--- config.mk ---
export PLATFORM = sky130hd
export DESIGN_NAME = uart_rx
export DESIGN_NICKNAME = d
export VERILOG_FILES = /design/src/rtl/uart_rx_pkg.sv /design/src/rtl/uart_rx_sampler.sv /design/src/rtl/uart_rx.sv
export SDC_FILE = /design/constraint.sdc
export NUM_CORES = 1
export LEC_CHECK = 0
export CORE_MARGIN = 5
export CORE_UTILIZATION = 52
export DETAILED_ROUTE_END_ITERATION = 6
export GPL_TIMING_DRIVEN = 1
export MAX_ROUTING_LAYER = met4
export PLACE_DENSITY_LB_ADDON = 0.1
export SYNTH_ARGS = -nofsm -noshare
export SYNTH_HDL_FRONTEND = slang
export SYNTH_SLANG_ARGS = --single-unit
--- constraint.sdc ---
create_clock -name CLK -period 2.1 [get_ports CLK]
set_input_delay 0.42 -clock CLK [delete_from_list [all_inputs] [get_ports CLK]]
set_output_delay 0.42 -clock CLK [all_outputs]
set_load 0.03 [all_outputs]
--- src/rtl/uart_rx_pkg.sv ---
// uart_rx shared definitions: FSM encoding, legal prescale
// values and the parity_type encoding shared with the transmitter.
package uart_rx_pkg;

  localparam int DATA_WIDTH_DEF = 8;
  localparam int PRESCALE_W_DEF = 6;

  typedef enum logic [2:0] {
    ST_IDLE   = 3'd0,
    ST_START  = 3'd1,
    ST_DATA   = 3'd2,
    ST_PARITY = 3'd3,
    ST_STOP   = 3'd4
  } rx_state_e;

  localparam logic [PRESCALE_W_DEF-1:0] PRESCALE_8  = 6'd8;
  localparam logic [PRESCALE_W_DEF-1:0] PRESCALE_16 = 6'd16;
  localparam logic [PRESCALE_W_DEF-1:0] PRESCALE_32 = 6'd32;

  localparam logic PARITY_EVEN = 1'b0;
  localparam logic PARITY_ODD  = 1'b1;

endpackage

--- src/rtl/uart_rx_sampler.sv ---
// uart_rx bit sampler: three samples around mid-bit,
// resolved by 2-of-3 majority into a registered bit.
module uart_rx_sampler
  import uart_rx_pkg::*;
#(
  parameter int PRESCALE_W = PRESCALE_W_DEF
) (
  input  logic                  clk_i,
  input  logic                  rst_ni,
  input  logic                  rx_i,
  input  logic [PRESCALE_W-1:0] edge_cnt_i,
  input  logic [PRESCALE_W-1:0] prescale_i,
  input  logic                  enable_i,
  output logic                  bit_o
);

  logic [PRESCALE_W-1:0] half;
  logic [1:0]            smp_q;
  logic                  bit_q;
  logic                  maj_d;

  assign half  = prescale_i >> 1;
  assign maj_d = (smp_q[0] & smp_q[1]) |
                 (smp_q[0] & rx_i) |
                 (smp_q[1] & rx_i);

  always_ff @(posedge clk_i) begin
    if (!rst_ni) begin
      smp_q <= 2'b11;
      bit_q <= 1'b1;
    end else if (enable_i) begin
      if (edge_cnt_i == half - PRESCALE_W'(1))
        smp_q[0] <= rx_i;
      if (edge_cnt_i == half)
        smp_q[1] <= rx_i;
      // third sample is taken live and voted in the same edge
      if (edge_cnt_i == half + PRESCALE_W'(1))
        bit_q <= maj_d;
    end
  end

  assign bit_o = bit_q;

endmodule

--- src/rtl/uart_rx.sv ---
// uart_rx: oversampling UART receiver, 8N1 / 8E1 / 8O1,
// one-cycle Data_Valid strobe, sticky parity/stop flags.
module uart_rx
  import uart_rx_pkg::*;
#(
  parameter int DATA_WIDTH = DATA_WIDTH_DEF,
  parameter int PRESCALE_W = PRESCALE_W_DEF
) (
  input  logic                  CLK,
  input  logic                  RST,
  input  logic                  RX_IN,
  input  logic [PRESCALE_W-1:0] Prescale,
  input  logic                  parity_enable,
  input  logic                  parity_type,
  output logic [DATA_WIDTH-1:0] P_DATA,
  output logic                  Data_Valid,
  output logic                  par_error,
  output logic                  stop_error
);

  localparam int BCW = $clog2(DATA_WIDTH);

  rx_state_e             state_q;
  logic [PRESCALE_W-1:0] edge_q;
  logic [PRESCALE_W-1:0] edge_d;
  logic [BCW-1:0]        bit_cnt_q;
  logic [DATA_WIDTH-1:0] shift_q;
  logic [DATA_WIDTH-1:0] data_q;
  logic [PRESCALE_W-1:0] prescale_q;
  logic                  par_en_q;
  logic                  par_type_q;
  logic                  dv_q;
  logic                  par_err_q;
  logic                  stop_err_q;
  logic                  bit_rx;
  logic                  resolve;
  logic                  bit_end;
  logic                  par_exp;

  uart_rx_sampler #(
    .PRESCALE_W(PRESCALE_W)
  ) u_sampler (
    .clk_i     (CLK),
    .rst_ni    (RST),
    .rx_i      (RX_IN),
    .edge_cnt_i(edge_q),
    .prescale_i(prescale_q),
    .enable_i  (state_q != ST_IDLE),
    .bit_o     (bit_rx)
  );

  assign resolve = edge_q == (prescale_q >> 1) + PRESCALE_W'(2);
  assign bit_end = edge_q == prescale_q - PRESCALE_W'(1);
  assign edge_d  = bit_end ? '0 : edge_q + PRESCALE_W'(1);
  assign par_exp = (^shift_q) ^ par_type_q;

  always_ff @(posedge CLK) begin
    if (!RST) begin
      state_q    <= ST_IDLE;
      edge_q     <= '0;
      bit_cnt_q  <= '0;
      shift_q    <= '0;
      data_q     <= '0;
      prescale_q <= '0;
      par_en_q   <= 1'b0;
      par_type_q <= 1'b0;
      dv_q       <= 1'b0;
      par_err_q  <= 1'b0;
      stop_err_q <= 1'b0;
    end else begin
      dv_q <= 1'b0;
      unique case (state_q)
        ST_IDLE: begin
          edge_q    <= '0;
          bit_cnt_q <= '0;
          if (!RX_IN) begin
            state_q    <= ST_START;
            edge_q     <= PRESCALE_W'(1);
            prescale_q <= Prescale;
            par_en_q   <= parity_enable;
            par_type_q <= parity_type;
          end
        end
        ST_START: begin
          edge_q <= edge_d;
          if (resolve && bit_rx) begin
            state_q <= ST_IDLE;
            edge_q  <= '0;
          end else begin
            if (resolve) begin
              par_err_q  <= 1'b0;
              stop_err_q <= 1'b0;
            end
            if (bit_end)
              state_q <= ST_DATA;
          end
        end
        ST_DATA: begin
          edge_q <= edge_d;
          if (resolve)
            shift_q <= {bit_rx, shift_q[DATA_WIDTH-1:1]};
          if (bit_end) begin
            if (bit_cnt_q == BCW'(DATA_WIDTH - 1)) begin
              bit_cnt_q <= '0;
              state_q   <= par_en_q ? ST_PARITY : ST_STOP;
            end else begin
              bit_cnt_q <= bit_cnt_q + BCW'(1);
            end
          end
        end
        ST_PARITY: begin
          edge_q <= edge_d;
          if (resolve && (bit_rx != par_exp))
            par_err_q <= 1'b1;
          if (bit_end)
            state_q <= ST_STOP;
        end
        ST_STOP: begin
          edge_q <= edge_d;
          if (resolve && !bit_rx)
            stop_err_q <= 1'b1;
          if (bit_end) begin
            state_q <= ST_IDLE;
            if (!par_err_q && !stop_err_q) begin
              data_q <= shift_q;
              dv_q   <= 1'b1;
            end
          end
        end
        default: state_q <= ST_IDLE;
      endcase
    end
  end

  assign P_DATA     = data_q;
  assign Data_Valid = dv_q;
  assign par_error  = par_err_q;
  assign stop_error = stop_err_q;

endmodule

==> flow_metrics.tcl <==
set metrics [dict create \
    area_delta_synth_final_pct 32.7 \
    postRouteAntennaNets 0 \
    period_share_pct 103 \
    power.density_nw_per_um2 587 \
    hp-class "flip-flop to flip-flop" \
    ys_ff_latch 42 \
    whs_path_depth 2 \
    skew_ps 14.4 \
    yosysMostFrequentCell "dfxtp_1" \
    grt_pass1_wl_mm 10.2 \
    diodes 0 \
    clockRootBuffer "clkbuf_8" \
    grt_max_degree 40 \
    cts_tree "yes" \
    path_clk_slew_ps 80 \
    synth-edff-count 0 \
    ctsHtreeMaxLevel 2 \
    port_buffers 21 \
    syn-num-nets 325 \
    clock_latency_ps 300 \
    netlist_instances 304 \
    cts_buffers 5 \
    fp.dieArea_um2 6680 \
    r2r-end "par_error$_SDFFE_PN0P_" \
    rsz0062_at_grt "yes" \
    rows 26 \
    end_kind "flip-flop" \
    status "finished with violations" \
    viasPerCell 5.47 \
    ys_seq_area_share_pct 31.4 \
    synth_common_cells "dfxtp_1 (42), mux2i_1 (20), nand2_1 (19), nor2b_1 (19), xnor2_1 (18)" \
    hold_slack_ps 494 \
    layout_min_cycle_time_ps 2160 \
    num_vias 2309 \
    start_util_pct 53.1 \
    antenna_found_initial 0 \
    drive_gt1_share_pct 27.3 \
    worst_slew_pin_slew_ps 424 \
    setup_violations 9 \
    dieHeight_um 81.7 \
    gp_congestion 0.843 \
    reg2regPathDepth 10 \
    irDropWorstVdd_mv 0.376 \
    hp-start "stop_error$_SDFFE_PN0P_" \
    yosys.area.top_type_share_pct 31.4 \
    finalNetCount 372 \
    hpwlAfterDp_mm 4.38 \
    violations "setup timing" \
    synthesis.area_um2 2680 \
    first_pass_iters 4 \
    grt_pass1_vias 2256 \
    routed_wl_mm 6.36 \
    fin_setup_tns_ps -115 \
    p_leak_nw 1.38 \
    ctsHoldBuffers 0 \
    drc 0 \
    startpoint_type "flip-flop" \
    critPathMaxFanout 5 \
    critPathArrivalTime_ps 2350 \
    max-cap-violations 0 \
    r2r_start "prescale_q[2]$_SDFFE_PN0P_" \
    boundaryPins 22 \
    finalHoldViolCount 0 \
    rrSetupSlack_ps -60 \
    setup_slack_ps -64.6 \
    ys.flop_type "dfxtp_1" \
    synth_area_leaders "dfxtp_1 (31%), mux2i_1 (7.5%), xnor2_1 (5.9%)" \
    die_w_um 81.7 \
    final_util_pct 70.4 \
    slew_violations 0 \
    clk_path_buf_depth 2 \
    async_flop_share_pct 0 \
    holdPathEnd "stop_error$_SDFFE_PN0P_" \
    overflow 0 \
    critPathRequiredTime_ps 2280 \
    slew_headroom_pct 71.6 \
    yosys.area.top_type "dfxtp_1" \
    cts.sink_count 42 \
    fmax_mhz 462 \
    worstSetupPathType "flip-flop to flip-flop" \
    drt_iter0_markers 101 \
    wl_per_cell_um 15.1 \
    syn_avg_cell_area_um2 8.80 \
    power_mw 2.08 \
    ys_warn_count 0 \
    gr-usage-all-layers_pct 19.9 \
    coreArea_um2 5040 \
    yosysUniqueCellTypes 54 \
]
power breakdown:
part | internal (mW) | switching (mW)
sequential | 0.826 | 0.0460
combinational | 0.324 | 0.338
clock | 0.266 | 0.285
per-stage QoR:
step	setup slack, ps	area [µm²]	std cells
after global placement	-28.9	3140	409
after global routing	-140	3550	422
final	-64.6	3550	422
after CTS	-41.0	3340	419
after detailed placement	-135	3140	409
after floorplan	0.968	2680	304
final cells by class:
cell class / count / area [µm²]
timing repair buffer: 62 / 549
clock buffer: 7 / 86.3
sequential: 42 / 848
inverter: 14 / 57.6
clock inverter: 1 / 5.00
multi-input combinational: 226 / 1920
fill: 416 / 1490
tap: 70 / 87.6
cells in the final DEF, fill, tap and decap left out, types with 3 or more instances in the layout:
cell | netlist | layout
o21ai_0 | 12 | 9
nand2_1 | 19 | 19
nor2b_1 | 19 | 18
inv_1 | 14 | 12
o21a_1 | 6 | 6
a21boi_0 | 12 | 8
xnor2_1 | 18 | 16
nor4_1 | 4 | 3
dfxtp_2 | 0 | 6
nor3_2 | 1 | 5
ha_1 | 10 | 5
clkbuf_8 | 0 | 6
nand4_1 | 4 | 4
nor2_1 | 17 | 14
a211oi_1 | 3 | 3
a21oi_1 | 4 | 3
nand3_1 | 9 | 8
o211ai_1 | 3 | 3
buf_6 | 4 | 5
xor2_1 | 10 | 9
dfxtp_1 | 42 | 36
buf_4 | 1 | 35
nor2_2 | 1 | 3
nand2b_1 | 5 | 4
mux2i_1 | 20 | 20
and2_1 | 5 | 5
clkdlybuf4s50_1 | 0 | 21
a211o_1 | 3 | 3
ha_4 | 0 | 3
a21boi_1 | 1 | 3
o21ai_1 | 1 | 4
state kept, by name (all words and copies together) (netlist names), 2 cells and up:
register and cells:
bit_cnt_q 3, shift_q 8, P_DATA 8, prescale_q 6, edge_q 6, u_sampler.smp_q 2
state_q 3
kinds of logic (layout without fill, tap and decap cells):
kind of cell	after synthesis	in the layout	synth area share, %
AOI/OAI and AO/OA	65	65	19.2
adders and majority gates	11	11	5.05
buffers and inverters	36	84	6.64
xor gates and xnor gates	29	29	10.2
and+or+nand+nor	101	101	20.0
DFF	42	42	31.4
muxes	20	20	7.48
worst max-delay path, cell delays in order, from the launching register on:
cell and delay, ps:
dfxtp_2 350, buf_6 130, ha_4 170, o21ba_4 200
a221oi_4 320, buf_4 160, o211ai_1 140, buf_4 210
nor3_2 110, a21boi_1 80, o21a_1 190
worst max-delay path by stage:
| stage | start | end | depth (start not counted) |
|---|---|---|---|
| 2_1_floorplan | prescale_q[2]$_SDFFE_PN0P_ | bit_cnt_q[2]$_SDFFE_PN0P_ | 9 |
| 3_3_place_gp | prescale_q[2]$_SDFFE_PN0P_ | edge_q[3]$_SDFFE_PN0P_ | 8 |
| 3_5_place_dp | prescale_q[2]$_SDFFE_PN0P_ | edge_q[3]$_SDFFE_PN0P_ | 8 |
| 4_1_cts | prescale_q[2]$_SDFFE_PN0P_ | edge_q[3]$_SDFFE_PN0P_ | 8 |
| 5_1_grt | prescale_q[2]$_SDFFE_PN0P_ | par_error$_SDFFE_PN0P_ | 10 |
| 6_report | prescale_q[2]$_SDFFE_PN0P_ | par_error$_SDFFE_PN0P_ | 10 |
what timing repair did:
item | 4_1_cts | 5_1_grt
gates cloned | 1 | 0
buffers inserted | 1 | 4
setup endpoints to repair | 26 | 32
pin swaps | 10 | 13
resized for setup | 29 | 38
metal layers:
| metal | routed length, µm | part of all wire, % | GRT usage, % | up-vias |
|---|---|---|---|---|
| met1 | 2790 | 44 | 23.2 | 1110 |
| met2 | 3240 | 51 | 34.5 | 32 |
| li1 | - | - | - | 1152 |
| met4 | 169 | 2.7 | 6.48 | 0 |
| met3 | 161 | 2.5 | 3.84 | 15 |
| met5 | 0 | 0 | - | - |
(Power assumes the default switching activity.)
